$ cat src/rtl/seg7_pkg.sv
// Shared definitions for the 8-digit 7-segment scan display: segment table,
// all-off constants and the scan FSM state type.
package seg7_pkg;

    localparam logic [7:0] SEG_OFF = 8'hFF;
    localparam logic [7:0] AN_OFF  = 8'hFF;

    // Active-low {dp, g, f, e, d, c, b, a}; dp is left off in every entry
    localparam logic [7:0] HEX_SEG [16] = '{
        8'hC0, 8'hF9, 8'hA4, 8'hB0, 8'h99, 8'h92, 8'h82, 8'hF8,
        8'h80, 8'h90, 8'h88, 8'h83, 8'hC6, 8'hA1, 8'h86, 8'h8E
    };

    typedef enum logic {
        SHOW,
        GAP
    } state_t;

endpackage

$ cat src/rtl/seg7_scan_display_if.sv
// Debug-word bus feeding the scan display: data word, capture strobe,
// blanking and decimal-point mask.
interface seg7_scan_display_if;

    logic [31:0] data_in;
    logic        data_valid;
    logic        blank;
    logic [7:0]  dp_mask;

    modport master (output data_in, data_valid, blank, dp_mask);
    modport slave  (input  data_in, data_valid, blank, dp_mask);

endinterface

$ cat src/rtl/seg7_hex_decode.sv
// Combinational hex nibble to active-low gfedcba segment decoder.
module seg7_hex_decode
    import seg7_pkg::*;
(
    input  logic [3:0] nibble,
    output logic [6:0] seg
);

    logic [7:0] entry;

    always_comb begin
        entry = HEX_SEG[nibble];
        seg   = entry[6:0];
    end

endmodule

$ cat src/rtl/seg7_scan_display.sv
// Time-multiplexed 8-digit common-anode 7-segment driver with all-off gaps.
// Optional build macro: SEG7_LEADING_ZERO_BLANK_EN (suppress leading zero digits).
module seg7_scan_display
    import seg7_pkg::*;
#(
    parameter int CLK_DIV_W  = 17,
    parameter int GAP_CYCLES = 4,
    parameter int DIGITS     = 8
)
(
    input  logic                       clk,
    input  logic                       rst,
    seg7_scan_display_if.slave         bus,
    output logic [DIGITS-1:0]          AN,
    output logic [7:0]                 SEG,
    output logic [$clog2(DIGITS)-1:0]  digit_idx
);

    localparam int IDX_W = $clog2(DIGITS);
    localparam int GAP_W = $clog2(GAP_CYCLES + 1);
    localparam int CNT_W = (CLK_DIV_W > GAP_W) ? CLK_DIV_W : GAP_W;

    localparam logic [CNT_W-1:0] SHOW_LAST = CNT_W'((64'd1 << CLK_DIV_W) - 64'd1);
    localparam logic [CNT_W-1:0] GAP_LAST  = CNT_W'(GAP_CYCLES - 1);
    localparam logic [IDX_W-1:0] IDX_LAST  = IDX_W'(DIGITS - 1);

    state_t                  state_q, state_d;
    logic [CNT_W-1:0]        cnt_q, cnt_d;
    logic [IDX_W-1:0]        idx_q, idx_d;
    logic [4*DIGITS-1:0]     shadow_q;
    logic [DIGITS-1:0]       an_d;
    logic [7:0]              seg_d;
    logic [3:0]              nibble;
    logic [6:0]              seg_hex;
    logic                    lz_hide;

    seg7_hex_decode u_hex_decode (
        .nibble (nibble),
        .seg    (seg_hex)
    );

    always_ff @(posedge clk or negedge rst) begin
        if (!rst) begin
            state_q  <= SHOW;
            cnt_q    <= '0;
            idx_q    <= '0;
            shadow_q <= '0;
            AN       <= AN_OFF;
            SEG      <= SEG_OFF;
        end else begin
            state_q <= state_d;
            cnt_q   <= cnt_d;
            idx_q   <= idx_d;
            AN      <= an_d;
            SEG     <= seg_d;
            if (bus.data_valid) begin
                shadow_q <= bus.data_in;
            end
        end
    end

    always_comb begin
        state_d = state_q;
        cnt_d   = cnt_q + 1'b1;
        idx_d   = idx_q;
        case (state_q)
            SHOW: begin
                if (cnt_q == SHOW_LAST) begin
                    state_d = GAP;
                    cnt_d   = '0;
                end
            end
            GAP: begin
                if (cnt_q == GAP_LAST) begin
                    state_d = SHOW;
                    cnt_d   = '0;
                    idx_d   = (idx_q == IDX_LAST) ? '0 : idx_q + 1'b1;
                end
            end
            default: begin
                state_d = SHOW;
                cnt_d   = '0;
            end
        endcase
    end

    // Output stage works from the current shadow, so a mid-digit strobe
    // shows up one cycle after capture without disturbing the scan timing.
    always_comb begin
        nibble = shadow_q[{idx_q, 2'b00} +: 4];
`ifdef SEG7_LEADING_ZERO_BLANK_EN
        lz_hide = (idx_q != '0) && ((shadow_q >> {idx_q, 2'b00}) == '0);
`else
        lz_hide = 1'b0;
`endif
        an_d  = AN_OFF;
        seg_d = SEG_OFF;
        if ((state_q == SHOW) && !bus.blank && !lz_hide) begin
            an_d  = ~(DIGITS'(1) << idx_q);
            seg_d = {~bus.dp_mask[idx_q], seg_hex};
        end
    end

    assign digit_idx = idx_q;

endmodule

$ cat src/flat_wrapper.sv
// flat-port wrapper written by rule: the top's interface ports become plain ports
module seg7_scan_display_flat import seg7_pkg::*;
#(
    parameter int CLK_DIV_W  = 17,
    parameter int GAP_CYCLES = 4,
    parameter int DIGITS     = 8
)
  (clk, rst, AN, SEG, digit_idx, bus_data_in, bus_data_valid, bus_blank, bus_dp_mask);
  seg7_scan_display_if bus_i ();
  input  logic clk;
  input  logic rst;
  output logic [DIGITS-1:0] AN;
  output logic [7:0] SEG;
  output logic [$clog2(DIGITS)-1:0] digit_idx;
  input wire logic [$bits(bus_i.data_in)-1:0] bus_data_in;
  input wire logic [$bits(bus_i.data_valid)-1:0] bus_data_valid;
  input wire logic [$bits(bus_i.blank)-1:0] bus_blank;
  input wire logic [$bits(bus_i.dp_mask)-1:0] bus_dp_mask;
  assign bus_i.data_in = bus_data_in;
  assign bus_i.data_valid = bus_data_valid;
  assign bus_i.blank = bus_blank;
  assign bus_i.dp_mask = bus_dp_mask;
  seg7_scan_display #(.CLK_DIV_W(CLK_DIV_W), .GAP_CYCLES(GAP_CYCLES), .DIGITS(DIGITS)) u_core (.clk(clk), .rst(rst), .bus(bus_i), .AN(AN), .SEG(SEG), .digit_idx(digit_idx));
endmodule
$ cat config.mk
export PLATFORM = sky130hd
export DESIGN_NAME = seg7_scan_display_flat
export DESIGN_NICKNAME = d
export VERILOG_FILES = /design/src/rtl/seg7_pkg.sv /design/src/rtl/seg7_scan_display_if.sv /design/src/rtl/seg7_hex_decode.sv /design/src/rtl/seg7_scan_display.sv /design/src/flat_wrapper.sv
export SDC_FILE = /design/constraint.sdc
export NUM_CORES = 1
export LEC_CHECK = 0
export BUFFER_PORTS_ARGS = -buffer_cell sky130_fd_sc_hd__buf_2
export CAP_MARGIN = 20
export CORE_ASPECT_RATIO = 0.6
export CORE_UTILIZATION = 45
export DETAILED_ROUTE_END_ITERATION = 12
export HOLD_SLACK_MARGIN = 0.1
export PLACE_DENSITY = 0.78
export SETUP_SLACK_MARGIN = 0.2
export SYNTH_ARGS = -nofsm -noshare
export SYNTH_HDL_FRONTEND = slang
export SYNTH_SLANG_ARGS = --single-unit
$ cat constraint.sdc
create_clock -name clk -period 2.4 [get_ports clk]
set_input_delay 0.6 -clock clk [delete_from_list [all_inputs] [get_ports clk]]
set_output_delay 0.6 -clock clk [all_outputs]
set_load 0.1 [all_outputs]
== Yosys cells after proc, flatten, opt, wreduce, memory -nomap -nowiden ==
Memories as Yosys holds them, arrays and structs flattened.
Index checks and enable logic that the tools add are counted.
Storage, ports and cells
  register bits: 69
  ROM bits: 128
  input port bits: 44
  logic and storage cells: 36
  memories: 1
Operators by class
  $add $sub $neg: 2
  $lt $le $gt $ge: 2
  eq/ne operators: 3
  shifts and indexed selects: 2
  mux-type cells: 13
  bitwise logic cells: 4
  reduce and logical (&&, ||, !) cells: 3
Memory list
  (no name shown): depth 16, bits a word 8, read ports 1, clocked after Yosys merged registers in 0, wr ports 0, RTL line seg7_hex_decode.sv:12  | entry = HEX_SEG[nibble];
Operators with widths (count)
  $mux W17: 2
  $pmux W17 S2: 1
  $shiftx A32 B6 Y4: 1
  $add A17 B1 Y17 const B: 1
  $eq A17 B17 Y1 const B: 1
  $eq A17 B2 Y1 const B: 1
  $mux W8: 2
  $mux W7: 2
  $not A8 Y8: 1
  $shl A1 B3 Y8 const A: 1
  $ge A5 B5 Y1 const B: 1
  $not A4 Y5: 1
  $lt A3 B4 Y1 const B: 1
  $add A3 B1 Y3 const B: 1
  $bmux W1 S3: 1
  $eq A3 B3 Y1 const B: 1
  $mux W1: 3
  $mux W3: 1
  $not A1 Y1: 2
  $pmux W1 S2: 1
  $reduce_and A2 Y1: 1
  $logic_and A1 B1 Y1: 1
  $logic_not A1 Y1: 1

== Logic depth before layout (Yosys ltp) ==
  depth in word-level cells: 6
  gate-level depth with buffers: 10

== Hierarchy ==
From an unflattened synthesis, not the netlist that was laid out.
Unflattened totals
  cells, all modules: 276
  area, all modules: 3442.1 µm²
By module, submodules not included
  seg7_scan_display: times used 1, cells each 244, area an instance 3166.8 µm², seq. area each 1746.7 µm²
  seg7_hex_decode: times used 1, cells each 32, area an instance 275.3 µm², seq. area each 0.0 µm²

== Least setup slack after synthesis ==
No wires, ideal clock.
  path type: register to register
  start: register u_core.idx_q[0], in the netlist u_core.digit_idx[0]
  end: register u_core.SEG[3]
  library setup time: 94 ps
  arrival time: 2885 ps
  slack: -578 ps
  cell stages (with the launch flop): 11
  period minus slack after synthesis: 2978 ps
  path through: dfrtp_1 > buf_6 > buf_6 > mux4_2 > mux2i_2 > inv_1 > ha_1 > inv_1 > nor3_1 > a2111oi_0 > a31oi_1
On the way
  cells in the longest elaborated chain, start to end: 6
RTL lines
  start, declared: RTL line seg7_scan_display.sv:29  | logic [IDX_W-1:0] idx_q, idx_d;
  start signal, assigned: RTL line seg7_scan_display.sv:53  | idx_q <= idx_d;
  $shiftx A32 B6 Y4: RTL line seg7_scan_display.sv:90  | nibble = shadow_q[{idx_q, 2'b00} +: 4];
  $not A4 Y5 (implied by the code): RTL line seg7_hex_decode.sv:12
  $mem_v2 Z16 W8
  $mux W7 (implied by the code) (2 in a row): RTL line seg7_hex_decode.sv:12
  $mux W8: RTL line seg7_scan_display.sv:98  | if ((state_q == SHOW) && !bus.blank && !lz_hide) begin
  named net u_core.seg_d[3]: RTL line seg7_scan_display.sv:32  | logic [7:0] seg_d;
  end signal, assigned: RTL line seg7_scan_display.sv:55  | SEG <= seg_d;
  end, declared: RTL line seg7_scan_display.sv:15  | output logic [7:0] SEG,
The timed path passes the listed nets, and every way through them passes these cells. The select of a mux whose other input is x is not followed.
A chain may end at the register's enable or synchronous reset.

== Worst setup path in the final report ==
Ends and elaborated chain as after synthesis.

==> metrics.md <==
| Metric | Value |
|---|---|
| Outcome | finished clean |
| Post-route DRC | 0 |
| Register bit total from synthesis | 69 |
| Synth Cell Area | 3367 sq um |
| Max Clk Rate | 462.8 MHz |
| N_diodes | 0 |
| Initial drt markers | 98 |
| Slowest cell on crit path | mux4_2 |
| Synth unique cells | 46 |
| Core area | 7237 sq um |
| Pwr dens | 722.6 nW/um^2 |
| Cell Chain, Critical Path | mux4_2 > mux2_4 > inv_4 > ha_1 > nor3_2 > a21oi_1 > a31oi_1 |
| Die height | 69 microns |
| Port Buffers | 62 |
| Die area | 7843 sq um |
| TritonCTS clock tree | built |
| R2R Setup Slk | 0.24 ns |
| Clk buf depth | 2 |
| Initial antenna violation count | 0 |
| Met3 Wirelength | 449 microns |
| Syn nets | 331 |
| CP endpoint kind | register |
| CTS clk-pin slew, worst paths | 0.06 ns |
| Relative slew slack | 0.5385 |
| R2R cell count | 7 |
| Net Sw Power | 804.2 uW |
| Syn avg cell area | 12.38 sq um |
| Ys async rst share | 1.000 |
| Slew @ Worst Pin | 0.6922 ns |
| Die W | 113.7 microns |
| Ys Warns | 0 |
| Final Cell Area | 4167 sq um |
| VDD IR max | 0.3133 mV |
| First-pass GRT wire length | 11.54 mm |
| Placed Area | 3839 sq um |
| Critical path data required time | 2.65 ns |
| Total CTS buffers | 9 |
| Max-slew violation count | 0 |
| CP Class | reg -> reg |
| Max Clock Skew | 0.004746 ns |
| Gpl congestion | 0.8679 |
| RSZ-0062 raised after global routing | yes |
| Top sig layer | met4 |
| Row count | 24 |
| M1 wire length | 3.589 mm |
| Hold Path Class | in -> async |
| Internal power | 2207 uW |
| DRT Pass-1 Iters | 6 |
| Final Hold Vio Count | 0 |
| Clock network power share | 0.435 |
| Final setup viols | 0 |
| Sequential group share of total power | 0.426 |
| Maximum fanout along the worst path | 6 |
| IO Count | 63 |
| Routed Antenna Nets | 0 |
| Routed Wire Length | 6.947 mm |
| Clk_lat worst skew | 0.33 ns |
| Comb pwr share | 0.140 |
| HPWL after detailed placement | 4.992 mm |
| Fin crit share | 0.9004 |
| Clock Sinks | 69 |
| H-tree depth | 3 |
| EDFF count, synth | 0 |
| Slowest stage delay, CP | 0.51 ns |
| Static leakage | 0.001849 uW |
| Ys flop type | dfrtp_1 |
| Fin Hold WS | 0.2655 ns |
| Gr ovfl total | 0 |
| CTS Root Buffer Type | clkbuf_16 |
| DR vias | 2,315 |
| CP Launch Type | register |
| Fin crit period | 2.161 ns |
| CP Data Arrival Time | 2.41 ns |
| Final core utilization | 0.5757 |
| Layout Nets | 402 |
| Area grow syn2layout | 23.75% |
| Layout cells sized above 1 | 0.4483 |
| Fillers | 575 |
| Vias in the first global route | 2,283 |
| Largest net degree at the start of global routing | 33 |
| Max Cap Viol | 0 |
| Starting density of the core | 0.4652 |
| Register area share after synthesis | 0.5188 |
| Reg2reg end | u_core.SEG[3]$_DFF_PN1_ |
| Net Sw Frac | 0.2671 |
| R2R Path Start | u_core.digit_idx[0]$_DFFE_PN0P_ |
| Vias per std cell | 5.122 |
| WL per Instance | 15.37 microns |
| GR Util All Layers | 0.1936 |
| WL met2 | 2.819 mm |
| Synth Instances | 272 |
[sequential cells by signal, indices dropped and copies added (netlist names)]
| signal | count |
|---|---|
| u_core.cnt_q | 17 |
| u_core.SEG | 8 |
| u_core.shadow_q | 32 |
| u_core.state_q | 1 |
| u_core.digit_idx | 3 |
| u_core.AN | 8 |
[kinds of logic (layout without fill, tap and decap cells)]
kind of cell | Yosys count | after routing | synth area share
compound gates | 20 | 20 | 0.04125
xor+xnor | 14 | 14 | 0.03642
fa+ha+maj | 15 | 15 | 0.05574
buf+inv | 21 | 97 | 0.03196
flops | 69 | 69 | 0.5188
mux | 51 | 51 | 0.2018
simple gates | 82 | 82 | 0.1141
[per-layer routing]
metal	up-vias	track usage
met5	-	0
met4	0	0.05702
met3	13	0.06596
met2	83	0.2642
met1	1117	0.2892
li1	1102	-
[worst max path at each step]
stage	from	end	slack (ns)
floorplan	u_core.digit_idx[0]$_DFFE_PN0P_	u_core.SEG[3]$_DFF_PN1_	-0.1
global placement	u_core.digit_idx[0]$_DFFE_PN0P_	u_core.SEG[0]$_DFF_PN1_	0.27
detailed placement	u_core.digit_idx[0]$_DFFE_PN0P_	u_core.SEG[3]$_DFF_PN1_	0.21
CTS	u_core.digit_idx[0]$_DFFE_PN0P_	u_core.SEG[3]$_DFF_PN1_	0.21
global route	u_core.digit_idx[0]$_DFFE_PN0P_	u_core.SEG[3]$_DFF_PN1_	0.16
finish	u_core.digit_idx[0]$_DFFE_PN0P_	u_core.SEG[3]$_DFF_PN1_	0.24
[cells in the mapped netlist (2+ instances only)]
master    count  area [sq um]
buf_2         2         10.01
mux2_1       12         135.1
nor2b_1       2         12.51
o21ai_1       3         15.01
clkbuf_1      3         11.26
mux2_2       26         292.8
mux4_2        8         180.2
nor3_1        6         30.03
xor2_1        9         78.83
ha_1         15         187.7
a21oi_1       2         10.01
nor4_1        5         31.28
o221ai_1      2         17.52
a31oi_1       4         25.02
a21o_1        2         15.01
nor2_1       23         86.33
or2_2         2         12.51
nand2b_1      2         12.51
inv_1         7         26.28
nand2_1      24         90.09
dfstp_2      16         420.4
xnor2_1       5         43.79
mux2i_1       2         20.02
buf_6         3         33.78
o22ai_1       2         12.51
dfrtp_1      53          1326
inv_2         2         7.510
nand3_1       9         45.04
buf_1         3         11.26
and3_1        2         12.51
[repair_timing]
action | in CTS | in global routing
setup endpoints to repair | 1 | 18
buffers inserted | 1 | 1
gates resized for setup | 0 | 3
hold buffers | 0 | 0
pin swaps | 0 | 2
[cell usage in the layout (no fill, tap or decap), types with 4 or more instances in the layout]
master / synthesis / routed
mux2_1: 12 / 12
buf_4: 1 / 9
nand3_1: 9 / 9
nor2_1: 23 / 23
buf_2: 2 / 62
a31oi_1: 4 / 4
nor4_1: 5 / 4
inv_1: 7 / 5
xor2_1: 9 / 9
dfrtp_1: 53 / 50
nand2_1: 24 / 24
ha_1: 15 / 14
xnor2_1: 5 / 5
dfstp_2: 16 / 16
nor3_1: 6 / 5
clkbuf_16: 0 / 9
mux2_2: 26 / 26
mux4_2: 8 / 8
[cell type report]
| class | count | area, sq um | share of cell area |
|---|---|---|---|
| Multi-Input combinational cell | 182 | 1546 | 0.3712 |
| Clock buffer | 9 | 225.2 | 0.05405 |
| Inverter | 9 | 36.28 | 0.008709 |
| Timing Repair Buffer | 72 | 397.9 | 0.09550 |
| Sequential cell | 69 | 1755 | 0.4213 |
| Clock inverter | 7 | 75.07 | 0.01802 |
| Tap cell | 104 | 130.1 | 0.03123 |
[power groups by stage]
stage                     registers [uW]  logic, uW  clock network (uW)
after global placement              1300        408                   0
after global routing                1290        450                1400
final                               1280        420                1310
after detailed placement            1300        415                   0
after floorplan                     1420        174                   0
after CTS                           1280        419                1330
[through the flow]
step | TNS [ns] | worst slack [ns] | std cells | total power (uW)
final | 0 | 0.2390 | 452 | 3011
after global routing | 0 | 0.1602 | 452 | 3136
after CTS | 0 | 0.2131 | 451 | 3034
after detailed placement | 0 | 0.2061 | 434 | 1716
after global placement | 0 | 0.2717 | 434 | 1708
after floorplan | -0.09789 | -0.09789 | 272 | 1596
[worst max-delay path, delay by kind of cell, from the launching register on]
kind	cells	cell delay [ns]
flops	1	0.47
simple gates	1	0.20
mux	2	0.84
buf+inv	1	0.09
compound gates	2	0.23
fa+ha+maj	1	0.25
Power figures use the tool's default switching activity.
